**config.mk**
```make
export PLATFORM = sky130hd
export DESIGN_NAME = uart_tx_fifo
export DESIGN_NICKNAME = d
export VERILOG_FILES = /design/src/rtl/uart_pkg.sv /design/src/rtl/sync_fifo.sv /design/src/rtl/uart_tx_fifo.sv
export SDC_FILE = /design/constraint.sdc
export NUM_CORES = 1
export LEC_CHECK = 0
export BUFFER_PORTS_ARGS = -buffer_cell sky130_fd_sc_hd__buf_2
export CORE_ASPECT_RATIO = 1.2
export CORE_UTILIZATION = 60
export DETAILED_ROUTE_END_ITERATION = 10
export PLACE_DENSITY_LB_ADDON = 0.25
export SYNTH_ARGS = -nofsm -noshare
export SYNTH_HDL_FRONTEND = slang
export SYNTH_SLANG_ARGS = --single-unit
```
**constraint.sdc**
```tcl
create_clock -name clk -period 4.6 [get_ports clk]
set_clock_uncertainty 0.2 [all_clocks]
set_input_delay 0.46 -clock clk [delete_from_list [all_inputs] [get_ports clk]]
set_output_delay 0.46 -clock clk [all_outputs]
set_load 0.03 [all_outputs]
```
**src/rtl/uart_pkg.sv**
```systemverilog
// Shared UART types and helpers, used by both the TX and RX blocks.
package uart_pkg;

  typedef enum logic [1:0] {
    PAR_NONE = 2'd0,
    PAR_ODD  = 2'd1,
    PAR_EVEN = 2'd2
  } parity_t;

  typedef enum logic [2:0] {
    IDLE   = 3'd0,
    START  = 3'd1,
    DATA   = 3'd2,
    PARITY = 3'd3,
    STOP   = 3'd4
  } tx_state_t;

  localparam int MAX_DATA_WIDTH = 9;

  // Narrower words are zero-extended by the caller; zeros do not change the XOR.
  function automatic logic parity_bit(input logic [MAX_DATA_WIDTH-1:0] word, input parity_t par);
    case (par)
      PAR_EVEN: return ^word;
      PAR_ODD:  return ~^word;
      default:  return 1'b0;
    endcase
  endfunction

endpackage

```
**src/rtl/sync_fifo.sv**
```systemverilog
// Synchronous show-ahead FIFO: rdata is valid whenever !empty, level updates one cycle after push/pop.
// Backpressure: push ignored when full, pop ignored when empty; a same-edge pop never frees a slot for that push.
module sync_fifo #(
  parameter int WIDTH = 8,
  parameter int DEPTH = 16
) (
  input  logic                         clk,
  input  logic                         rst,
  input  logic                         push,
  input  logic                         pop,
  input  logic [WIDTH-1:0]             wdata,
  output logic [WIDTH-1:0]             rdata,
  output logic                         full,
  output logic                         empty,
  output logic [$clog2(DEPTH+1)-1:0]   level
);

  localparam int PTR_W = $clog2(DEPTH);
  localparam int LVL_W = $clog2(DEPTH + 1);

  logic [WIDTH-1:0] mem [DEPTH];
  logic [PTR_W-1:0] wptr;
  logic [PTR_W-1:0] rptr;
  logic             do_push;
  logic             do_pop;

  assign full    = (level == LVL_W'(DEPTH));
  assign empty   = (level == '0);
  assign do_push = push && !full;
  assign do_pop  = pop && !empty;
  assign rdata   = mem[rptr];

  always_ff @(posedge clk) begin
    if (do_push) mem[wptr] <= wdata;
  end

  // DEPTH is a power of two, so the pointers wrap naturally.
  always_ff @(posedge clk or posedge rst) begin
    if (rst) begin
      wptr  <= '0;
      rptr  <= '0;
      level <= '0;
    end else begin
      if (do_push) wptr <= wptr + 1'b1;
      if (do_pop)  rptr <= rptr + 1'b1;
      case ({do_push, do_pop})
        2'b10:   level <= level + 1'b1;
        2'b01:   level <= level - 1'b1;
        default: level <= level;
      endcase
    end
  end

endmodule

```
**src/rtl/uart_tx_fifo.sv**
```systemverilog
// Buffered UART transmitter: start bit on sig one cycle after the accepting edge when idle, frames back-to-back.
// Backpressure: ready = FIFO not full; a word popped for the wire does not free its slot until the next edge.
module uart_tx_fifo
  import uart_pkg::*;
#(
  parameter int      DATA_WIDTH = 8,
  parameter int      BAUD_RATE  = 9600,
  parameter int      CLK_FREQ   = 12_000_000,
  parameter parity_t PARITY     = PAR_NONE,
  parameter int      STOP_BITS  = 1,
  parameter int      FIFO_DEPTH = 16
) (
  input  logic                              clk,
  input  logic                              rst,
  input  logic [DATA_WIDTH-1:0]             data,
  input  logic                              valid,
  output logic                              ready,
  output logic                              sig,
  output logic                              busy,
  output logic [$clog2(FIFO_DEPTH+1)-1:0]   fifo_level
);

  localparam int PULSE_WIDTH = CLK_FREQ / BAUD_RATE;
  localparam int BAUD_W      = $clog2(PULSE_WIDTH);
  localparam int BIT_W       = $clog2(DATA_WIDTH);

  localparam logic [BAUD_W-1:0] BAUD_RELOAD = BAUD_W'(PULSE_WIDTH - 1);
  localparam logic [BIT_W-1:0]  BIT_LAST    = BIT_W'(DATA_WIDTH - 1);
  localparam logic              STOP_RELOAD = (STOP_BITS == 2);

  if (PULSE_WIDTH < 2 || DATA_WIDTH < 5 || DATA_WIDTH > 9 || (STOP_BITS != 1 && STOP_BITS != 2) ||
      FIFO_DEPTH < 2 || (FIFO_DEPTH & (FIFO_DEPTH - 1)) != 0) begin : g_param_check
    $error("uart_tx_fifo: illegal parameter set");
  end

  tx_state_t             state;
  tx_state_t             state_nxt;
  logic [BAUD_W-1:0]     baud_cnt;
  logic [BIT_W-1:0]      bit_cnt;
  logic                  stop_cnt;
  logic [DATA_WIDTH-1:0] shift;
  logic                  par_r;
  logic                  sig_nxt;
  logic                  pop;
  logic                  push;
  logic                  fifo_full;
  logic                  fifo_empty;
  logic [DATA_WIDTH-1:0] fifo_rdata;
  logic                  bit_done;
  logic                  last_data;
  logic                  last_stop;

  assign push      = valid && ready;
  assign ready     = !fifo_full;
  assign busy      = (state != IDLE) || (fifo_level != '0);
  assign bit_done  = (baud_cnt == '0);
  assign last_data = (bit_cnt == BIT_LAST);
  assign last_stop = bit_done && !stop_cnt;

  sync_fifo #(
    .WIDTH (DATA_WIDTH),
    .DEPTH (FIFO_DEPTH)
  ) u_fifo (
    .clk   (clk),
    .rst   (rst),
    .push  (push),
    .pop   (pop),
    .wdata (data),
    .rdata (fifo_rdata),
    .full  (fifo_full),
    .empty (fifo_empty),
    .level (fifo_level)
  );

  always_ff @(posedge clk or posedge rst) begin
    if (rst) state <= IDLE;
    else     state <= state_nxt;
  end

  always_comb begin
    state_nxt = state;
    case (state)
      IDLE:             if (!fifo_empty) state_nxt = START;
      START:            if (bit_done) state_nxt = DATA;
      DATA:             if (bit_done && last_data)
                          state_nxt = (PARITY != PAR_NONE) ? uart_pkg::PARITY : STOP;
      uart_pkg::PARITY: if (bit_done) state_nxt = STOP;
      STOP:             if (last_stop) state_nxt = fifo_empty ? IDLE : START;
      default:          state_nxt = IDLE;
    endcase
  end

  // sig_nxt is the value the line takes after this edge; sig itself is always a flop.
  always_comb begin
    pop     = 1'b0;
    sig_nxt = sig;
    case (state)
      IDLE: begin
        pop     = !fifo_empty;
        sig_nxt = fifo_empty;
      end
      START:            if (bit_done) sig_nxt = shift[0];
      DATA:             if (bit_done)
                          sig_nxt = last_data ? ((PARITY == PAR_NONE) ? 1'b1 : par_r) : shift[0];
      uart_pkg::PARITY: if (bit_done) sig_nxt = 1'b1;
      STOP: if (last_stop) begin
        pop     = !fifo_empty;
        sig_nxt = fifo_empty;
      end
      default:          sig_nxt = 1'b1;
    endcase
  end

  // shift[0] always holds the next data bit to drive, so it shifts as each bit is launched.
  always_ff @(posedge clk or posedge rst) begin
    if (rst) begin
      sig      <= 1'b1;
      baud_cnt <= '0;
      bit_cnt  <= '0;
      stop_cnt <= 1'b0;
      shift    <= '0;
      par_r    <= 1'b0;
    end else begin
      sig <= sig_nxt;
      if (pop) begin
        shift    <= fifo_rdata;
        par_r    <= parity_bit(MAX_DATA_WIDTH'(fifo_rdata), PARITY);
        baud_cnt <= BAUD_RELOAD;
        bit_cnt  <= '0;
        stop_cnt <= STOP_RELOAD;
      end else if (state != IDLE) begin
        baud_cnt <= bit_done ? BAUD_RELOAD : baud_cnt - 1'b1;
        if (bit_done) begin
          if (state == START || (state == DATA && !last_data)) shift <= shift >> 1;
          if (state == DATA && !last_data) bit_cnt <= bit_cnt + 1'b1;
          if (state == STOP && stop_cnt) stop_cnt <= 1'b0;
        end
      end
    end
  end

endmodule

```
==> impl_metrics.yaml <==
worst_setup_path:
  crit_fanout: 8
  path_class: "reg2reg"
  cp-start-kind: "flop"
  critPathArrivalTime_ns: 3.83
  end_kind: "flop"
  required_ns: 4.74
logic_synthesis:
  synth_common_cells: "edfxtp_1 (128), dfrtp_1 (38), mux4_2 (32)"
  yosysUniqueCellTypes: 55
  syn_inst: 428
  yosysSeqAreaShare: 0.6873
  synth_area_leaders: "edfxtp_1 (55%), dfrtp_1 (14%), mux4_2 (10%)"
  yosys_warnings: 0
  synthFlopType: "edfxtp_1"
  synthArstFlopShare: 0.2335
  synth.avg_cell_area_sq_um: 16.39
  synth_edf_count: 128
  yosysTopAreaCell: "edfxtp_1"
  synth_nets: 451
  synth_area_sq_um: 7014
  netlist.area_leader.share: 0.5480
  yosys_register_bits: 167
  synth.most_common_cell: "edfxtp_1"
final_layout:
  layout-drive-gt1-share: 0.2172
  fin_nets: 475
  nFillCells: 733
  synthToLayoutAreaGrowth_pct: 11.52
  final_core_util: 0.6989
  diodes: 0
  regArea_sq_um: 4822
  multi_input_area_sq_um: 2063
  final_area_sq_um: 7823
place:
  place.port_buffers: 18
  place_area_sq_um: 7258
  gp_congestion: 0.8365
  dp_hpwl_um: 8585
routing:
  drtPass1Iterations: 5
  num_vias: 3707
  drtIter0Drc: 212
  drt_drc_violations_left: 0
  postRouteAntennaNets: 0
  wire_per_inst_um: 20.41
  vias_per_cell: 5.989
  wl_um: 12630
global_routing:
  grt_pass1_vias: 3867
  grt_max_degree: 35
  overflow: 0
  gr-usage-all-layers: 0.2368
  antenna_found_initial: 0
  grt_pass1_wl_um: 20490
power_and_ir_drop:
  p_int_uw: 3250
  clock_power_share: 0.285
  leakage_uw: 0.002748
  ir_worst_vdd_mv: 0.3388
  comb_power_share: 0.250
  power.switching_uw: 1430
  sw_frac_of_total: 0.3056
  power_density_nw_per_um2: 598.3
  seq_power_share: 0.465
clock_tree:
  cts_buffers: 17
  insertion_delay_ns: 0.42
  clockBufferDepth: 2
  cts_hold_buf: 1
  clock-root-buffer: "clkbuf_16"
  postCtsSetupRepairBufs: 0
  htreeDepth: 4
  cts.clk_slew.worst_paths_ns: 0.06
  cts_tree: "done"
  ctsResizeCount: 0
  cts_num_sinks: 167
floorplanning:
  ios: 19
  die_area_sq_um: 12130
  core-area_sq_um: 11190
  die_w_um: 100.7
  rows: 42
  initial_core_util: 0.6266
  die_height_um: 120.4
timing:
  min_period_over_period: 0.8021
  slew_headroom: 0.2663
  finalSetupViolCount: 0
  worst_slew_pin_slew_ns: 1.100
  rsz0062_at_grt: "false"
  fin_tns_setup_ns: 0
  hold_viol: 0
  fin_crit_ns: 3.690
  slew_violations: 0
  max_freq_mhz: 271.0
flow_run:
  drv_cap: 0
hold_path:
  hold_class: "in2reg"
outcome:
  status: "finished clean"
## final timing paths
kind / end / depth (start not counted) / start / slack (ns)
worst min register to register: baud_cnt[0] / 1 / baud_cnt[0] / 0.31
min in group asynchronous: u_fifo.wptr[1] / 3 / rst / 0.30
max in group asynchronous: u_fifo.rptr[0] / 4 / rst / 3.18
worst min-delay path: u_fifo.mem[6][1] / 1 / data[1] / 0.22
worst max register to register: u_fifo.level[4] / 10 / baud_cnt[4] / 0.91
worst max-delay path: u_fifo.level[4] / 10 / baud_cnt[4] / 0.91
## power groups by stage
stage               clock network, uW  logic [uW]  registers, uW
finish                           1330        1170           2180
CTS                              1360        1180           2180
detailed placement                  0        1160           2210
floorplan                           0         990           2060
global route                     1410        1280           2220
global placement                    0        1130           2190
## flip-flops by register name, indices dropped and copies added (netlist names)
| register | flops |
|---|---|
| baud_cnt | 11 |
| bit_cnt | 3 |
| shift | 8 |
| sig | 1 |
| state | 3 |
| u_fifo.level | 5 |
| u_fifo.mem | 128 |
| u_fifo.rptr | 4 |
| u_fifo.wptr | 4 |
## cell usage in the layout (no fill, tap or decap), drive strengths merged, types with 5 or more instances in the layout
cell type / Yosys / layout
nand2b: 5 / 5
nor3: 15 / 15
clkinv: 0 / 7
xor2: 9 / 9
edfxtp: 128 / 128
ha: 12 / 12
mux2: 6 / 6
buf: 12 / 26
mux4: 32 / 32
a21oi: 11 / 11
inv: 8 / 8
nor2b: 7 / 7
nand2: 20 / 20
clkbuf: 10 / 23
o21ai: 12 / 12
nor2: 29 / 29
dfrtp: 38 / 38
a22oi: 13 / 13
xnor2: 9 / 9
and3: 5 / 5
## cell families (layout without fill, tap and decap cells)
| kind of cell | count (synthesis) | after routing | share of synthesized area |
|---|---|---|---|
| AO/OA/AOI/OAI | 57 | 57 | 0.05619 |
| adder cells (fa/ha/maj) | 12 | 12 | 0.02141 |
| XOR/XNOR | 18 | 18 | 0.02355 |
| AND/OR/NAND/NOR | 104 | 104 | 0.07777 |
| flip-flops | 167 | 167 | 0.6873 |
| multiplexers | 40 | 40 | 0.1152 |
| buffers and inverters | 30 | 67 | 0.01855 |
## per-layer routing
metal  global-route usage  vias up  wire length [um]
li1                     -     1711                 -
met1               0.2968     1886              5195
met2               0.3896       85              6693
met3              0.05260       25               413
met4               0.1196        0               328
met5                    0        -                 0
## cell type report
| cell class | count | area share |
|---|---|---|
| Clock buffer | 23 | 0.05726 |
| Clock inverter | 9 | 0.01360 |
| Inverter | 8 | 0.003839 |
| Multi-Input combinational cell | 231 | 0.2638 |
| Sequential cell | 167 | 0.6164 |
| Tap cell | 154 | 0.02463 |
| Timing Repair Buffer | 27 | 0.02047 |
## stage by stage
stage | setup WS (ns) | hold WS, ns | total power, uW | cells
floorplan | 0.9673 | 0.2657 | 3050 | 428
global placement | 1.041 | 0.1720 | 3318 | 586
detailed placement | 0.9554 | 0.1836 | 3373 | 586
CTS | 0.9243 | 0.2049 | 4717 | 619
global route | 0.6930 | 0.2223 | 4910 | 619
finish | 0.9102 | 0.2171 | 4680 | 619
## worst max-delay path: stages (launching register included)
cell and delay (ns):
dfrtp_1 0.43, or4_4 0.59, or4b_1 0.66, a21boi_4 0.24, ha_1 0.38, xor2_1 0.20
ha_1 0.23, a31oi_1 0.09, or2_2 0.27, a21oi_1 0.16, xor2_1 0.16
Power figures use the tool's default switching activity.
